===== config.mk =====
export PLATFORM = sky130hd
export DESIGN_NAME = matrix_keypad_scanner_flat
export DESIGN_NICKNAME = d
export VERILOG_FILES = /design/src/rtl/kpd_pkg.sv /design/src/rtl/matrix_keypad_scanner_if.sv /design/src/rtl/kpd_tick_gen.sv /design/src/rtl/matrix_keypad_scanner.sv /design/src/flat_wrapper.sv
export SDC_FILE = /design/constraint.sdc
export NUM_CORES = 1
export LEC_CHECK = 0
export BUFFER_PORTS_ARGS = -buffer_cell sky130_fd_sc_hd__buf_2
export CAP_MARGIN = 20
export CORE_UTILIZATION = 55
export DETAILED_ROUTE_END_ITERATION = 6
export PLACE_DENSITY_LB_ADDON = 0.12
export SLEW_MARGIN = 30
export SYNTH_ARGS = -nofsm -noshare
export SYNTH_HDL_FRONTEND = slang
export SYNTH_SLANG_ARGS = --single-unit

===== constraint.sdc =====
create_clock -name clk -period 4.36 [get_ports clk]
set_clock_uncertainty 0.1 [all_clocks]
set_input_delay 0.654 -clock clk [delete_from_list [all_inputs] [get_ports clk]]
set_output_delay 0.654 -clock clk [all_outputs]
set_load 0.02 [all_outputs]

===== src/rtl/kpd_pkg.sv =====
// rtl/kpd_pkg.sv - shared FSM encodings and helper functions for the keypad scanner
`timescale 1ns/1ps
package kpd_pkg;

    localparam logic [2:0] ST_IDLE    = 3'd0;
    localparam logic [2:0] ST_SCAN    = 3'd1;
    localparam logic [2:0] ST_DEB_P   = 3'd2;
    localparam logic [2:0] ST_PRESSED = 3'd3;
    localparam logic [2:0] ST_DEB_R   = 3'd4;

    function automatic int code_w(input int rows, input int cols);
        return (rows * cols > 1) ? $clog2(rows * cols) : 1;
    endfunction

    // Index of the lowest active-low bit among the first 'rows' bits; 0 when none.
    function automatic logic [2:0] lowest_zero(input logic [7:0] v, input int rows);
        logic [2:0] idx;
        idx = 3'd0;
        for (int i = 7; i >= 0; i--) begin
            if (i < rows && !v[i]) idx = 3'(i);
        end
        return idx;
    endfunction

endpackage


===== src/rtl/matrix_keypad_scanner_if.sv =====
// rtl/matrix_keypad_scanner_if.sv - key event bundle from the scanner to the note decoder
`timescale 1ns/1ps
interface matrix_keypad_scanner_if #(
    parameter int CODE_W = 4
);
    logic [CODE_W-1:0] key_code;
    logic              key_valid;
    logic              key_down;
    logic              multi_key;

    modport master (output key_code, key_valid, key_down, multi_key);
    modport slave  (input  key_code, key_valid, key_down, multi_key);
endinterface


===== src/rtl/kpd_tick_gen.sv =====
// rtl/kpd_tick_gen.sv - free-running divider producing a one-clock tick enable every CLK_DIV cycles
`timescale 1ns/1ps
module kpd_tick_gen #(
    parameter int CLK_DIV = 50
) (
    input  logic clk,
    input  logic rst_n,
    output logic tick
);
    localparam int CW = $clog2(CLK_DIV);

    logic [CW-1:0] cnt_q, cnt_d;

    always_comb begin
        tick  = (cnt_q == CW'(CLK_DIV - 1));
        cnt_d = tick ? '0 : cnt_q + CW'(1);
    end

    always_ff @(posedge clk or negedge rst_n) begin
        if (!rst_n) cnt_q <= '0;
        else        cnt_q <= cnt_d;
    end
endmodule


===== src/rtl/matrix_keypad_scanner.sv =====
// rtl/matrix_keypad_scanner.sv - ROWS x COLS keypad scanner with press/release debounce
// Optional auto-repeat while held: define KPD_AUTOREPEAT_EN.
`timescale 1ns/1ps
module matrix_keypad_scanner
    import kpd_pkg::*;
#(
    parameter int ROWS       = 4,
    parameter int COLS       = 4,
    parameter int CLK_DIV    = 50,
    parameter int DEB_TICKS  = 16,
    parameter int REP_DELAY  = 500,
    parameter int REP_PERIOD = 100
) (
    input  logic                   clk,
    input  logic                   rst_n,
    input  logic [ROWS-1:0]        row,
    output logic [COLS-1:0]        col,
    matrix_keypad_scanner_if.master kpd
);
    localparam int CODE_W = code_w(ROWS, COLS);
    localparam int CI_W   = $clog2(COLS);
    localparam int DW     = $clog2(DEB_TICKS + 1);

    logic              tick;
    logic [ROWS-1:0]   rs1_q, rs1_d, rs_q, rs_d, snap_q, snap_d;
    logic [2:0]        state_q, state_d;
    logic [CI_W-1:0]   c_q, c_d;
    logic [DW-1:0]     cnt_q, cnt_d;
    logic [COLS-1:0]   col_q, col_d;
    logic [CODE_W-1:0] code_q, code_d, press_code;
    logic              valid_q, valid_d, down_q, down_d, multi_q, multi_d;
    logic              rs_idle, multi_now;
    logic [ROWS-1:0]   nrs;
    logic [7:0]        rs_pad;

`ifdef KPD_AUTOREPEAT_EN
    localparam int REP_MAX = (REP_DELAY > REP_PERIOD) ? REP_DELAY : REP_PERIOD;
    localparam int RW      = $clog2(REP_MAX + 1);
    logic [RW-1:0] rep_q, rep_d;
    logic          rep_arm_q, rep_arm_d;
`else
    logic unused_rep_cfg;
    assign unused_rep_cfg = ^{REP_DELAY, REP_PERIOD};
`endif

    kpd_tick_gen #(.CLK_DIV(CLK_DIV)) u_tick (.clk(clk), .rst_n(rst_n), .tick(tick));

    always_comb begin
        rs1_d   = row;
        rs_d    = rs1_q;
        state_d = state_q;
        c_d     = c_q;
        snap_d  = snap_q;
        cnt_d   = cnt_q;
        col_d   = col_q;
        code_d  = code_q;
        valid_d = 1'b0;
        down_d  = down_q;
        multi_d = multi_q;
`ifdef KPD_AUTOREPEAT_EN
        rep_d     = rep_q;
        rep_arm_d = rep_arm_q;
`endif
        rs_pad           = '1;
        rs_pad[ROWS-1:0] = rs_q;
        rs_idle    = (rs_q == '1);
        nrs        = ~rs_q;
        // Clearing the lowest set bit leaves something only if two or more rows are low.
        multi_now  = |(nrs & (nrs - ROWS'(1)));
        press_code = CODE_W'(c_q) * CODE_W'(ROWS) + CODE_W'(lowest_zero(rs_pad, ROWS));

        if (tick) begin
`ifdef KPD_AUTOREPEAT_EN
            rep_d     = '0;
            rep_arm_d = 1'b0;
`endif
            case (state_q)
                ST_IDLE: begin
                    col_d = '0;
                    if (!rs_idle) begin
                        state_d = ST_SCAN;
                        c_d     = '0;
                        col_d   = ~COLS'(1);
                    end
                end
                ST_SCAN: begin
                    if (!rs_idle) begin
                        state_d = ST_DEB_P;
                        snap_d  = rs_q;
                        cnt_d   = '0;
                    end else if (c_q == CI_W'(COLS - 1)) begin
                        state_d = ST_IDLE;
                        col_d   = '0;
                    end else begin
                        c_d   = c_q + CI_W'(1);
                        col_d = ~(COLS'(1) << (c_q + CI_W'(1)));
                    end
                end
                ST_DEB_P: begin
                    if (rs_idle) begin
                        state_d = ST_IDLE;
                        col_d   = '0;
                    end else if (rs_q != snap_q) begin
                        snap_d = rs_q;
                        cnt_d  = '0;
                    end else begin
                        cnt_d = (cnt_q == DW'(DEB_TICKS)) ? cnt_q : cnt_q + DW'(1);
                        if (cnt_q == DW'(DEB_TICKS - 1)) begin
                            state_d = ST_PRESSED;
                            code_d  = press_code;
                            valid_d = 1'b1;
                            down_d  = 1'b1;
                            multi_d = multi_now;
                        end
                    end
                end
                ST_PRESSED: begin
                    multi_d = multi_now;
                    if (rs_idle) begin
                        state_d = ST_DEB_R;
                        cnt_d   = '0;
                    end else begin
`ifdef KPD_AUTOREPEAT_EN
                        rep_d     = rep_q + RW'(1);
                        rep_arm_d = rep_arm_q;
                        if (rep_d == (rep_arm_q ? RW'(REP_PERIOD) : RW'(REP_DELAY))) begin
                            valid_d   = 1'b1;
                            rep_d     = '0;
                            rep_arm_d = 1'b1;
                        end
`endif
                    end
                end
                ST_DEB_R: begin
                    if (!rs_idle) begin
                        state_d = ST_PRESSED;
                        multi_d = multi_now;
                    end else begin
                        cnt_d = (cnt_q == DW'(DEB_TICKS)) ? cnt_q : cnt_q + DW'(1);
                        if (cnt_q == DW'(DEB_TICKS - 1)) begin
                            state_d = ST_IDLE;
                            down_d  = 1'b0;
                            multi_d = 1'b0;
                            col_d   = '0;
                        end
                    end
                end
                default: begin
                    state_d = ST_IDLE;
                    col_d   = '0;
                end
            endcase
        end
    end

    always_ff @(posedge clk or negedge rst_n) begin
        if (!rst_n) begin
            rs1_q   <= '1;
            rs_q    <= '1;
            snap_q  <= '1;
            state_q <= ST_IDLE;
            c_q     <= '0;
            cnt_q   <= '0;
            col_q   <= '0;
            code_q  <= '0;
            valid_q <= 1'b0;
            down_q  <= 1'b0;
            multi_q <= 1'b0;
        end else begin
            rs1_q   <= rs1_d;
            rs_q    <= rs_d;
            snap_q  <= snap_d;
            state_q <= state_d;
            c_q     <= c_d;
            cnt_q   <= cnt_d;
            col_q   <= col_d;
            code_q  <= code_d;
            valid_q <= valid_d;
            down_q  <= down_d;
            multi_q <= multi_d;
        end
    end

`ifdef KPD_AUTOREPEAT_EN
    always_ff @(posedge clk or negedge rst_n) begin
        if (!rst_n) begin
            rep_q     <= '0;
            rep_arm_q <= 1'b0;
        end else begin
            rep_q     <= rep_d;
            rep_arm_q <= rep_arm_d;
        end
    end
`endif

    assign col           = col_q;
    assign kpd.key_code  = code_q;
    assign kpd.key_valid = valid_q;
    assign kpd.key_down  = down_q;
    assign kpd.multi_key = multi_q;
endmodule


===== src/flat_wrapper.sv =====
// flat-port wrapper written by rule: the top's interface ports become plain ports
module matrix_keypad_scanner_flat import kpd_pkg::*;
#(
    parameter int ROWS       = 4,
    parameter int COLS       = 4,
    parameter int CLK_DIV    = 50,
    parameter int DEB_TICKS  = 16,
    parameter int REP_DELAY  = 500,
    parameter int REP_PERIOD = 100
)
  (clk, rst_n, row, col, kpd_key_code, kpd_key_valid, kpd_key_down, kpd_multi_key);
  matrix_keypad_scanner_if #(.CODE_W(4)) kpd_i ();
  input  logic clk;
  input  logic rst_n;
  input  logic [ROWS-1:0] row;
  output logic [COLS-1:0] col;
  output wire logic [$bits(kpd_i.key_code)-1:0] kpd_key_code;
  output wire logic [$bits(kpd_i.key_valid)-1:0] kpd_key_valid;
  output wire logic [$bits(kpd_i.key_down)-1:0] kpd_key_down;
  output wire logic [$bits(kpd_i.multi_key)-1:0] kpd_multi_key;
  assign kpd_key_code = kpd_i.key_code;
  assign kpd_key_valid = kpd_i.key_valid;
  assign kpd_key_down = kpd_i.key_down;
  assign kpd_multi_key = kpd_i.multi_key;
  matrix_keypad_scanner #(.ROWS(ROWS), .COLS(COLS), .CLK_DIV(CLK_DIV), .DEB_TICKS(DEB_TICKS), .REP_DELAY(REP_DELAY), .REP_PERIOD(REP_PERIOD)) u_core (.clk(clk), .rst_n(rst_n), .row(row), .col(col), .kpd(kpd_i));
endmodule

==> key figures <==
Floorplan
  • DIE WIDTH: 63.38 um
  • Number of placement rows: 21
  • Core area: 3468 um^2
  • Die ar.: 4016 um^2
  • I/O pin count: 17
  • Die Y-Extent: 63.38 um
  • Starting Density: 0.5974

Clocking
  • Number of levels the H-tree was split into: 2
  • Clock latency on the worst-skew pair: 280 ps
  • CTS Buffer Depth: 2
  • Clock Pin Slew Worst Setup and Hold Paths: 70 ps
  • Number of hold buffers added after CTS: 0
  • Clock sink count: 39
  • Number of gates given a new drive strength after cts: 0
  • Number of buffers created by CTS: 5
  • CTS tree: done
  • Post-CTS setup buffer count: 0
  • Root buffer cell: clkbuf_8

Global route
  • Largest net degree at the start of global routing: 40
  • Wire length of the first global-routing pass: 6230 um
  • Overflow left after global routing: 0
  • GR Util All Layers: 0.1986
  • Vias in the first global route: 1404
  • Antenna violations before repair: 0

Route
  • Residual antenna-violating net count after detailed routing: 0
  • Overall routed net length: 3546 um
  • Count of vias placed by the detailed router: 1421
  • Via/cell ratio: 5.594
  • Residual DRC: 0
  • Number of detailed-route iterations in the first pass: 4
  • Routed length per placed instance: 13.96 um
  • DRT iter0 DRCs: 72

Logic synthesis
  • Number of library cell types mapped by synthesis: 44
  • Area share of the largest cell type after synthesis: 0.3261
  • Flip-flop and latch count after synthesis: 39
  • Top-count cell post-synth: dfrtp_1
  • Number of nets produced by synthesis: 207
  • Yosys warning total: 0
  • Post-synth ARST share: 1.000
  • Mean cell area of the mapped netlist: 10.79 um^2
  • Syn Std Cell Area: 2072 um^2
  • Number of standard cells after synthesis: 192
  • Cell type contributing the most total cell area after synthesis: dfrtp_1
  • Leading cell types by total area after synthesis: dfrtp_1 33%, dfstp_2 15%, mux2_2 6.0%
  • Primary flip-flop cell chosen by synthesis mapping: dfrtp_1
  • Most instantiated cells after synthesis: 27 x dfrtp_1, 18 x o21ai_0, 16 x nand2_1
  • Fraction of the yosys area taken by sequential cells: 0.4783
  • Post-synth EDFFs: 0

Critical path
  • Crit Path Category: flop to flop
  • Critical Path AT: 2530 ps
  • Critical Path RT: 4420 ps
  • Crit start category: flop
  • Element type at the critical path end: flop
  • Largest driver fanout on the critical path: 14

Place
  • Worst slack at placement: 1864 ps
  • Routability Congestion: 0.8482
  • DPL Wire Length: 2625 um
  • Port Buffer Count: 16

Timing
  • Setup slack of the critical path after layout: 1886 ps
  • Final setup TNS: 0 ps
  • Final critical-path share of the clock period: 0.5674
  • Hold Worst Slack: 199.9 ps
  • RSZ-0062 raised after global routing: no
  • Final number of max-transition violations: 0
  • Maximum frequency from static timing analysis: 404.2 MHz
  • Final setup violation count: 0
  • Post-layout minimum cycle time: 2474 ps
  • Final-report hold violation count: 0
  • Actual slew at the worst max-slew pin: 892.8 ps
  • Max_slew headroom: 0.4022

Finish
  • Fraction of final layout cells sized beyond drive strength 1: 0.2837
  • Final cell utilization of the core: 0.6486
  • Layout fillers: 307
  • Nets: 222
  • Synthesis-to-finish area growth: 8.575%
  • ANT cells: 0

Min path
  • Classification of the worst-slack hold path: input port to asynchronous set/reset pin

Pwr
  • LEAKAGE: 0.9987 nW
  • Power density cells: 278.8 nW/um^2
  • Worst vdd ir: 0.0002605 V

Job
  • Maximum capacitance violations: 0

Outcome
  • Run status: complete, no violations
==> cell usage in the layout, fill, tap and decap left out, types with 6 or more instances in the layout <==
cell type,count
o21ai_0,18
buf_2,16
dfrtp_1,27
a21oi_1,9
inv_1,11
dfstp_2,12
nor2_1,13
nand3_1,9
mux2_2,11
xnor2_1,6
ha_1,9
nand2_1,16
==> metal layers <==
layer,up-vias,track usage,share of wire
li1,696,-,-
met1,691,0.2521,0.44
met2,27,0.3311,0.51
met3,7,0.05072,0.036
met4,0,0.05966,0.018
met5,-,0,0
==> logic make-up after synthesis <==
logic type	synth area share
XOR/XNOR	0.02959
buffers and inverters	0.05434
AND/OR/NAND/NOR	0.1926
adder cells (fa/ha/maj)	0.05435
AO/OA/AOI/OAI	0.1117
flip-flops	0.4783
multiplexers	0.07911
==> worst paths after layout <==
path                                   startpoint                      to  slack, ps  cells past startpoint
max                        u_core.u_tick.cnt_q[1]  u_core.kpd.key_code[2]       1890                      7
min                                         rst_n           u_core.col[3]        200                      1
max reg2reg                u_core.u_tick.cnt_q[1]  u_core.kpd.key_code[2]       1890                      7
min reg2reg                       u_core.rs1_q[1]          u_core.rs_q[1]        260                      0
max in group asynchronous                   rst_n        u_core.snap_q[0]       3420                      2
min in group clk                  u_core.rs1_q[1]          u_core.rs_q[1]        260                      0
==> power by group <==
| part | internal (mW) | switching (mW) |
|---|---|---|
| clock | 0.112 | 0.119 |
| sequential | 0.369 | 0.00534 |
| combinational | 0.00863 | 0.0130 |
==> worst max-delay path, cell delays in order (launching register included) <==
cell	delay, ps
dfrtp_1	410
inv_1	70
ha_1	140
nand3b_1	130
nor3b_2	770
nand4_1	460
nand2_1	170
o21ai_0	100
==> registers in the layout (all words and copies together), names as in the netlist <==
| name | cells |
|---|---|
| u_core.kpd.multi_key | 1 |
| u_core.rs1_q | 4 |
| u_core.c_q | 2 |
| u_core.snap_q | 4 |
| u_core.kpd.key_valid | 1 |
| u_core.col | 4 |
| u_core.kpd.key_down | 1 |
| u_core.rs_q | 4 |
| u_core.kpd.key_code | 4 |
| u_core.cnt_q | 5 |
| u_core.u_tick.cnt_q | 6 |
| u_core.state_q | 3 |
==> final cells by class <==
cell class / instances / area (um^2) / area share
Sequential cell: 39 / 991.0 / 0.4405
Multi-Input combinational cell: 133 / 968.4 / 0.4305
Timing Repair Buffer: 17 / 107.6 / 0.04783
Clock buffer: 6 / 72.57 / 0.03226
Tap cell: 46 / 57.56 / 0.02558
Inverter: 11 / 41.29 / 0.01835
Clock inverter: 2 / 11.26 / 0.005006
==> metrics by stage <==
step	power, mW	area (um^2)	cells
after global placement	0.3988	2138	245
after floorplan	0.3895	2072	192
after CTS	0.6359	2222	253
after detailed placement	0.4002	2138	245
after global routing	0.6554	2250	254
final	0.6273	2250	254
Note: power is estimated with default switching activity, not from simulation.
